--- src/rtl/mc_control_unit.sv ---
// mc_control_unit: multicycle IF/ID/EX/MEM/WB control FSM for the 16-bit TSC datapath.
// Define MC_CTRL_INST_COUNT_EN to build the fetched-instruction counter behind num_inst.
module mc_control_unit #(
   parameter int WORD_SIZE = 16
) (
   input  logic                 clk,
   input  logic                 reset_n,
   input  logic [WORD_SIZE-1:0] instr,
   input  logic                 bcond,
   input  logic                 mem_ready,
   output logic [3:0]           alu_opcode,
   output logic [5:0]           alu_funcode,
   output logic                 alu_src_a,
   output logic [1:0]           alu_src_b,
   output logic                 pc_write,
   output logic                 pc_write_cond,
   output logic [1:0]           pc_source,
   output logic                 ir_write,
   output logic                 i_or_d,
   output logic                 mem_read,
   output logic                 mem_write,
   output logic                 reg_write,
   output logic [1:0]           reg_dst,
   output logic [1:0]           mem_to_reg,
   output logic                 wwd_valid,
   output logic                 is_halted,
   output logic [WORD_SIZE-1:0] num_inst,
   output logic [2:0]           state_dbg_o
);

   typedef enum logic [2:0] {
      S_IF   = 3'd0,
      S_ID   = 3'd1,
      S_EX   = 3'd2,
      S_MEM  = 3'd3,
      S_WB   = 3'd4,
      S_HALT = 3'd5
   } state_e;

   typedef enum logic [3:0] {
      C_RALU, C_IALU, C_LWD, C_SWD, C_BR, C_JMP, C_JAL,
      C_JPR, C_JRL, C_WWD, C_HLT, C_UNDEF
   } iclass_e;

   state_e     state_q, state_d;
   iclass_e    iclass;
   logic [3:0] opcode;
   logic [5:0] funcode;
   logic       unused_inputs;

   assign opcode  = instr[15:12];
   assign funcode = instr[5:0];
   // Register fields are steered by the datapath; bcond gates the PC load there, not here.
   assign unused_inputs = ^{instr[11:6], bcond};

   // IR only changes in IF, so the class stays valid for ID through WB.
   always_comb begin
      iclass = C_UNDEF;
      case (opcode)
         4'd0, 4'd1, 4'd2, 4'd3: iclass = C_BR;
         4'd4, 4'd5, 4'd6:       iclass = C_IALU;
         4'd7:                   iclass = C_LWD;
         4'd8:                   iclass = C_SWD;
         4'd9:                   iclass = C_JMP;
         4'd10:                  iclass = C_JAL;
         4'd15: begin
            if (funcode <= 6'd7) begin
               iclass = C_RALU;
            end else begin
               case (funcode)
                  6'd25:   iclass = C_JPR;
                  6'd26:   iclass = C_JRL;
                  6'd28:   iclass = C_WWD;
                  6'd29:   iclass = C_HLT;
                  default: iclass = C_UNDEF;
               endcase
            end
         end
         default: iclass = C_UNDEF;
      endcase
   end

   always_ff @(posedge clk) begin
      if (!reset_n) state_q <= S_IF;
      else          state_q <= state_d;
   end

   // mem_ready handshake: a request (mem_read/mem_write) is held high every cycle of IF/MEM;
   // the cycle in which mem_ready is high completes it and the FSM leaves on that edge.
   always_comb begin
      state_d = state_q;
      case (state_q)
         S_IF: begin
            if (mem_ready) state_d = S_ID;
         end
         S_ID: begin
            if (iclass == C_HLT)        state_d = S_HALT;
            else if (iclass == C_UNDEF) state_d = S_IF;
            else                        state_d = S_EX;
         end
         S_EX: begin
            case (iclass)
               C_RALU, C_IALU: state_d = S_WB;
               C_LWD, C_SWD:   state_d = S_MEM;
               default:        state_d = S_IF;
            endcase
         end
         S_MEM: begin
            if (mem_ready) state_d = (iclass == C_LWD) ? S_WB : S_IF;
         end
         S_WB:    state_d = S_IF;
         S_HALT:  state_d = S_HALT;
         default: state_d = S_IF;
      endcase
   end

   always_comb begin
      alu_opcode    = 4'd0;
      alu_funcode   = 6'd0;
      alu_src_a     = 1'b0;
      alu_src_b     = 2'd0;
      pc_write      = 1'b0;
      pc_write_cond = 1'b0;
      pc_source     = 2'd0;
      ir_write      = 1'b0;
      i_or_d        = 1'b0;
      mem_read      = 1'b0;
      mem_write     = 1'b0;
      reg_write     = 1'b0;
      reg_dst       = 2'd0;
      mem_to_reg    = 2'd0;
      wwd_valid     = 1'b0;
      case (state_q)
         S_IF: begin
            mem_read = 1'b1;
            ir_write = mem_ready;
         end
         S_ID: begin
            alu_opcode = 4'd4;
            alu_src_b  = 2'd2;
            pc_write   = 1'b1;
         end
         S_EX: begin
            alu_opcode  = opcode;
            alu_funcode = funcode;
            alu_src_a   = 1'b1;
            case (iclass)
               C_IALU, C_LWD, C_SWD: alu_src_b = 2'd1;
               C_BR: begin
                  pc_write_cond = 1'b1;
                  pc_source     = 2'd1;
               end
               C_JMP: begin
                  pc_write  = 1'b1;
                  pc_source = 2'd2;
               end
               C_JAL: begin
                  pc_write   = 1'b1;
                  pc_source  = 2'd2;
                  reg_write  = 1'b1;
                  reg_dst    = 2'd2;
                  mem_to_reg = 2'd2;
               end
               C_JPR: begin
                  pc_write  = 1'b1;
                  pc_source = 2'd3;
               end
               C_JRL: begin
                  pc_write   = 1'b1;
                  pc_source  = 2'd3;
                  reg_write  = 1'b1;
                  reg_dst    = 2'd2;
                  mem_to_reg = 2'd2;
               end
               C_WWD:   wwd_valid = 1'b1;
               default: ;
            endcase
         end
         S_MEM: begin
            i_or_d    = 1'b1;
            mem_read  = (iclass == C_LWD);
            mem_write = (iclass == C_SWD);
         end
         S_WB: begin
            reg_write = 1'b1;
            if (iclass == C_LWD) begin
               reg_dst    = 2'd1;
               mem_to_reg = 2'd1;
            end else if (iclass == C_IALU) begin
               reg_dst = 2'd1;
            end
         end
         default: ;
      endcase
      // Reset aborts any access in flight: no strobe may reach the datapath while reset_n is low.
      if (!reset_n) begin
         pc_write      = 1'b0;
         pc_write_cond = 1'b0;
         ir_write      = 1'b0;
         mem_read      = 1'b0;
         mem_write     = 1'b0;
         reg_write     = 1'b0;
         wwd_valid     = 1'b0;
      end
   end

   assign is_halted   = (state_q == S_HALT);
   assign state_dbg_o = state_q;

`ifdef MC_CTRL_INST_COUNT_EN
   logic [WORD_SIZE-1:0] num_inst_q, num_inst_d;

   always_comb begin
      num_inst_d = num_inst_q;
      if (state_q == S_ID) num_inst_d = num_inst_q + WORD_SIZE'(1);
   end

   always_ff @(posedge clk) begin
      if (!reset_n) num_inst_q <= '0;
      else          num_inst_q <= num_inst_d;
   end

   assign num_inst = num_inst_q;
`else
   assign num_inst = '0;
`endif

endmodule

--- config.mk ---
export PLATFORM = sky130hd
export DESIGN_NAME = mc_control_unit
export DESIGN_NICKNAME = d
export VERILOG_FILES = /design/src/rtl/mc_control_unit.sv
export SDC_FILE = /design/constraint.sdc
export NUM_CORES = 1
export LEC_CHECK = 0
export CAP_MARGIN = 25
export CORE_MARGIN = 1.5
export CORE_UTILIZATION = 50
export DETAILED_ROUTE_END_ITERATION = 12
export DONT_BUFFER_PORTS = 1
export MAX_ROUTING_LAYER = met4
export PLACE_DENSITY = 0.72
export SKIP_LAST_GASP = 1
export SYNTH_ARGS = -nofsm -noshare
export SYNTH_HDL_FRONTEND = slang
export SYNTH_SLANG_ARGS = --single-unit
--- constraint.sdc ---
create_clock -name clk -period 5.6 [get_ports clk]
set_input_delay 0.84 -clock clk [delete_from_list [all_inputs] [get_ports clk]]
set_output_delay 0.84 -clock clk [all_outputs]
set_load 0.03 [all_outputs]
After elaboration in Yosys (flattened, before gate mapping)
Index checks and enable logic that the tools add are counted.
- flip-flop bits (word level): 3
- latch bits: 0
- memory bits (writable): 0
- memory bits (read-only): 0
- bits of input ports: 20
- output and inout bits: 47
- word-level logic and storage cells: 90
- memories: 0
- add/sub/neg operators: 0
- multipliers: 0
- divide/modulo/power cells: 0
- $lt $le $gt $ge: 1
- equal/unequal tests: 33
- shift-type cells: 0
- muxes and demuxes: 42
- bitwise gates (word level): 0
- reductions and logical operators: 13
- operators by type and width (cell ; number):
    $eq A4 B3 Y1 const B ; 8
    $eq A4 B4 Y1 const B ; 8
    $pmux W4 S7 ; 1
    $eq A6 B5 Y1 const B ; 4
    $mux W1 ; 21
    $eq A4 B2 Y1 const B ; 4
    $pmux W4 S4 ; 1
    $pmux W3 S5 ; 1
    $mux W3 ; 4
    $pmux W2 S2 ; 3
    $reduce_or A2 Y1 ; 5
    $eq A4 B1 Y1 const B ; 2
    $logic_not A4 Y1 ; 2
    $pmux W4 S2 ; 1
    $reduce_or A4 Y1 ; 2
    $eq A3 B2 Y1 const B ; 2
    $eq A3 B3 Y1 const B ; 2
    $le A6 B3 Y1 const B ; 1
    $mux W2 ; 3
    $mux W6 ; 1
    $pmux W1 S2 ; 3
    $pmux W2 S3 ; 1
    $pmux W3 S2 ; 1
    $reduce_or A3 Y1 ; 2
    5 further kinds ; 6

Depth between registers and ports, before layout
Gate-level depths: netlist of run 1.
- word-level depth: 9
- mapped depth: 8
- mapped depth without buffers: 6

Least setup slack after synthesis of run 1
No wires, ideal clock.
- path kind: input-to-output
- start point: input instr[5]
- end point: output wwd_valid
- arrival time: 2587 ps
- required time: 4760 ps
- setup slack: 2173 ps
- stages on the path: 4
- buffers on the path: 0
- cell sequence: nand3b_1 > nor3b_1 > o32ai_4 > nor4_1
- longest elaborated chain between the ends: 8
- elaborated cells on any way between the ends: 12
- those cells by class: order compare: 1; eq/ne: 5; mux: 6
- RTL lines (item ; line ; RTL):
    from (decl) ; 8 ; input logic [WORD_SIZE-1:0] instr,
    $eq A6 B5 Y1 ; 70 ; case (funcode)
    $pmux W4 S4 ; 70 ;
    $mux W4 * ; 67 ; if (funcode <= 6'd7) begin
    $pmux W4 S7 * ; 59 ; case (opcode)
    $eq A4 B4 Y1 * ; 147 ; case (iclass)
    $mux W1 * ; 147 ;
    $mux W1 * ; 133 ; case (state_q)
    $mux W1 * ; 196 ; if (!reset_n) begin
    to (decl) ; 25 ; output logic wwd_valid,
Mark *: on every way between the ends. The rest lies on a longest branch, timed or not.

Final worst setup path of run 1
- start point: register state_q[0], in the netlist state_dbg_o[0]
- end point: output pc_write_cond
- longest elaborated chain between the ends: 3
- RTL lines (item ; line ; RTL):
    from (decl) ; 45 ; state_e state_q, state_d;
    from (signal assigned) ; 85 ; else state_q <= state_d;
    $eq A3 B2 Y1 ; 133 ;
    $mux W1 ; 133 ;
    $mux W1 ; 196 ;
    to (decl) ; 16 ; output logic pc_write_cond,
No other way between the ends.

==> results.md, run 1 <==
* Yosys reg bits at 3
* DR pass1 iterations at 4
* I/O pin cnt at 67
* # port buffers at 0
* Number of vias per cell at 5.68
* Critical Path Start: state_dbg_o[0]
* Vias at 886
* Setup Fix Bufs, Post-CTS at 0
* Outcome: finished clean
* Worst skew pair latency at 230 ps
* Remaining Overflow, GRT at 0
* Leakage at 0.368 nW
* Fraction of layout cells with a size suffix above 1 at 11.5%
* Final setup fails at 0
* Hold Path Class: in2reg
* Max-cap violations at 0
* Final setup TNS at 0 ps
* Wirelength per Cell at 14.1 um
* Fmax at 278 MHz
* Syn_area_per_cell at 6.64 um2
* Syn Inst Count at 136
* Post-Synth XOR/XNOR Area at 1.94%
* Top delay family on crit path: simple AND/OR/NAND/NOR gates
* CTS root buffer: clkbuf_4
* Core ar. at 0.00171 mm2
* Global Route met2 Usage at 36.3%
* Setup ws final at 2010 ps
* Crit path max fanout at 11
* Fin nets at 152
* RSZ-0062 raised after global routing: no
* Clock buffer depth at 2
* Final Hold Violating Endpoints at 0
* Mux share of post-synthesis cell area at 2.77%
* FFs w/ async S/R, synth at 0%
* CP Class: reg2out
* Sequential fraction of the synthesis area at 6.65%
* Die Width at 45.5 um
* CTS buffer count at 3
* Post-synth EDFFs at 0
* Design area at 861 um2
* Crit share post-route at 64.2%
* Largest net degree at the start of global routing at 22
* Crit path max-delay cell type: nor3_1
* PostCTS Resize Cnt at 0
* GRT Total Usage at 21.6%
* Hold wc startpoint: reset_n
* Die Ht at 45.5 um
* Arrival @ worst endpoint at 2750 ps
* Site row count at 15
* Slowest Stage Delay on Critical Path at 710 ps
* Adder-cell area share of the yosys netlist at 0%
* DRT iter0 DRCs at 29
* Final min period at 3590 ps
* TritonCTS Sinks at 3
* Max reg flops at 3
* Area Growth Syn to Fin at -4.71%
* Compound-cell area share of the yosys netlist at 27.1%
* Synth Area in Simple Gates at 40.0%
* Buf/Inv on CP at 1
* Clk_skew at 2.43 ps
* H-tree Lvls at 1
* Met1 global-route usage at 24.9%
* CTS tree: yes
* Peak supply drop at 126 uV
* Cts hold-fix bufs at 0
* Cells along the critical path: nor2_1 > nand2_1 > inv_1 > nand2_1 > nor3_1
* Worst slew pin tran at 1040 ps
* Worst reg2reg path startpoint: state_dbg_o[1]
* Crit end category: output pin
* Antenna-violating nets left at 0
* Synth warn at 0
* Pre-CTS WS at 2160 ps
* Worst path required time at 4760 ps
* Syn Std Cell Area at 903 um2
* Final Max Slew Viols at 0
* Number of global-route vias before repair at 731
* DRT Wirelength at 2.20 mm
* Post-place instance area at 835 um2
* Predominant post-synthesis flop cell: dfxtp_1
* # diodes at 0
* Startpoint Class: register
* Relative slew slack at 30.4%
* Gr busiest metal: met2
* DR DRC count at 0
* Met3 Use GR at 5.16%
* Starting Density at 52.9%
* Main combinational cell family by area after synthesis: simple AND/OR/NAND/NOR gates
* PwrDens at 163 mW/mm2
* Die area at 0.00207 mm2
* Initial antenna violation count at 0
* Most frequent CP cell: nand2_1
* Clock slew at reported path FFs at 30 ps
* Most frequent cells in the layout: nor2_1 (16), conb_1 (16), nand2_1 (12)
* HPWL Detailed at 1.64 mm
* GPL Wtd Cong at 0.787
* Yosys cell types at 44
* First-pass GRT wire length at 3.22 mm
## worst paths after layout
path	to	slack [ps]	depth (start not counted)
max	pc_write_cond	2010	5
max reg2reg	state_dbg_o[1]	3690	4
min	state_dbg_o[2]	730	2
min reg2reg	state_dbg_o[2]	840	2
## synth_stat cells (3+ instances only)
cell type	n	area share [%]
nand2_1	12	5.0
inv_1	5	2.1
a21oi_1	10	5.5
nor3_1	6	3.3
and3_1	10	6.9
nand2b_1	6	4.2
dfxtp_1	3	6.6
nand3_1	5	2.8
o22ai_1	3	2.1
nor2_1	16	6.6
buf_4	17	14
clkbuf_1	6	2.5
o21ai_0	4	2.2
## report_power, final
| group | total, W | switching (W) | internal, W |
|---|---|---|---|
| registers | 0.0000303 | 0.00000741 | 0.0000229 |
| logic | 0.0000736 | 0.0000536 | 0.0000200 |
| clock network | 0.0000368 | 0.0000102 | 0.0000266 |
## layout make-up
class	count	area [um2]
Inverter	5	18.8
Multi-Input combinational cell	117	709
Sequential cell	3	60.1
Tap cell	25	31.3
Clock buffer	4	26.3
Timing Repair Buffer	2	15.0
Fill cell	175	847
## through the flow
stage / hold WS [ps] / instances / power, W / util [%]
2_1_floorplan: 828 / 151 / 0.000110 / -
5_1_grt: 741 / 156 / 0.000151 / 50.4
3_5_place_dp: 831 / 152 / 0.000104 / 48.9
4_1_cts: 727 / 156 / 0.000142 / 50.4
6_report: 735 / 156 / 0.000141 / 50.4
3_3_place_gp: 820 / 152 / 0.000103 / 48.9
## layer usage
metal,wire length (um),vias up,share of wire (%)
li1,-,436,-
met1,878,410,40
met2,1170,37,53
met3,133,3,6.1
met4,13,0,0.59
met5,0,-,0
## cell families after synthesis
family,Yosys count
buffers and inverters,31
AO/OA/AOI/OAI,31
other,1
XOR/XNOR,2
flip-flops,3
multiplexers,2
AND/OR/NAND/NOR,66
Power figures use the tool's default switching activity.
==> inputs of run 2 (changes only) <==
PLACE_DENSITY = 0.75   (was 0.72)
clock period = 3.3 ns   (was 5.6 ns; I/O delays follow)
==> run 2 against run 1 <==
Final area grew 7.0%. Routed wire length shrank 3.1%. Critical path type is now in2out. Worst hold slack lost 350 ps. Via count grew 4.5%. Register-to-register slack lost 2300 ps. Worst setup slack lost 1400 ps.
==> results.md, run 2 (synthesis results as in run 1) <==
* Outcome: finished clean
* Max reg flops at 3
* Crit end category: output pin
* Core ar. at 0.00171 mm2
* RSZ-0062 raised after global routing: no
* Top delay family on crit path: simple AND/OR/NAND/NOR gates
* Startpoint Class: primary input
* Final Max Slew Viols at 0
* Setup Fix Bufs, Post-CTS at 0
* # diodes at 0
* R2R Path End: state_dbg_o[1]
* Final setup TNS at 0 ps
* Fmax at 365 MHz
* Setup ws final at 562 ps
* DR pass1 iterations at 4
* Crit path depth at 6
* CTS buffer count at 3
* DRT iter0 DRCs at 20
* Leakage at 0.411 nW
* Site row count at 15
* Design area at 921 um2
* Die Ht at 45.5 um
* First-pass GRT wire length at 2.91 mm
* Starting Density at 52.9%
* Crit path max-delay cell type: nor3b_1
* Worst skew pair latency at 230 ps
* Relative slew slack at 53.3%
* Max-cap violations at 0
* Arrival @ worst endpoint at 2240 ps
* Die Width at 45.5 um
* TritonCTS Sinks at 3
* Remaining Overflow, GRT at 0
* I/O pin cnt at 67
* Worst reg-to-reg path cell count at 4
* CTS tree: yes
* Pre-CTS WS at 563 ps
* Clk_skew at 0.777 ps
* Internal Pwr Total at 0.000121 W
* H-tree Lvls at 1
* Slowest Stage Delay on Critical Path at 420 ps
* Clock slew at reported path FFs at 40 ps
* # port buffers at 0
* PwrDens at 264 mW/mm2
* Die area at 0.00207 mm2
* Sequential group share of total power at 19.7%
* Most frequent cells in the layout: nor2_1 (16), conb_1 (16), nand2_1 (12)
* Hold Path Class: in2reg
* Worst slew pin tran at 699 ps
* DR DRC count at 0
* Crit share post-route at 83.0%
* CTS root buffer: clkbuf_4
* Post-place instance area at 895 um2
* Clock power frac at 25.9%
* Buf/Inv on CP at 0
* Worst reg2reg path startpoint: state_dbg_o[0]
* PostCTS Resize Cnt at 0
* GRT Total Usage at 18.8%
* Fraction of layout cells with a size suffix above 1 at 16.5%
* Final setup fails at 0
* Clock buffer depth at 2
* Wirelength per Cell at 13.0 um
* Cells along the critical path: nand3b_1 > nor3b_1 > o32ai_4 > nor2b_4 > mux2_4 > nor2_1
* Area Growth Syn to Fin at 1.94%
* Crit path max fanout at 5
* Antenna-violating nets left at 0
* Capture point of the critical path: pc_source[1]
* Number of vias per cell at 5.65
* Switching pwr at 0.000122 W
* Comb pwr share at 54.4%
* CP Class: in2out
* Vias at 926
* Number of global-route vias before repair at 686
* Final min period at 2740 ps
* Switching portion of total power at 50.1%
* Peak supply drop at 249 uV
* DRT Wirelength at 2.13 mm
* Worst path required time at 2800 ps
* HPWL Detailed at 1.64 mm
* Largest net degree at the start of global routing at 16
* Fin nets at 160
* Initial antenna violation count at 0
* Final Hold Violating Endpoints at 0
* Critical Path Start: instr[5]
* Cts hold-fix bufs at 0
* GPL Wtd Cong at 0.818
* R2R Setup Slk at 1420 ps
* Final Core Density at 53.9%
run 2: cell types whose count changed in the layout (fill, tap and decap cells not counted), sizes merged:
cell  previous run  this run
buf              2        10
run 2: through the flow:
| step | instances | power [W] | hold slack, ps |
|---|---|---|---|
| 2_1_floorplan | 151 | 0.000187 | 731 |
| 3_3_place_gp | 160 | 0.000178 | 618 |
| 3_5_place_dp | 160 | 0.000180 | 617 |
| 4_1_cts | 164 | 0.000246 | 375 |
| 5_1_grt | 164 | 0.000259 | 378 |
| 6_report | 164 | 0.000243 | 386 |
run 2: worst min path at each step:
stage,startpoint,end,slack (ps),cells past startpoint
after floorplan,mem_ready,state_dbg_o[0],730,3
after global placement,reset_n,state_dbg_o[2],620,2
after detailed placement,reset_n,state_dbg_o[2],620,2
after CTS,reset_n,state_dbg_o[2],370,2
after global routing,reset_n,state_dbg_o[2],380,2
final,reset_n,state_dbg_o[2],390,2
run 2: area by class of cell:
type                    instances  area [um2]
inverters                       5        18.8
repair buffers                 10        75.1
clock buffers                   4        26.3
multi-input cells             117         709
flip-flops and latches          3        60.1
well taps                      25        31.3
fillers                       152         787
run 2: routing by layer:
layer / vias up / routed length [um] / GRT usage, %
met2: 37 / 1070 / 30.1
met5: - / 0 / -
li1: 453 / - / -
met3: 4 / 126 / 1.98
met1: 432 / 891 / 24.6
met4: 0 / 37 / 5.88
run 2: power groups by stage:
stage          logic, W  clock network, W  registers, W
2_1_floorplan  0.000142                 0     0.0000450
3_3_place_gp   0.000130                 0     0.0000479
3_5_place_dp   0.000132                 0     0.0000480
4_1_cts        0.000132         0.0000663     0.0000475
5_1_grt        0.000142         0.0000689     0.0000482
6_report       0.000132         0.0000631     0.0000478
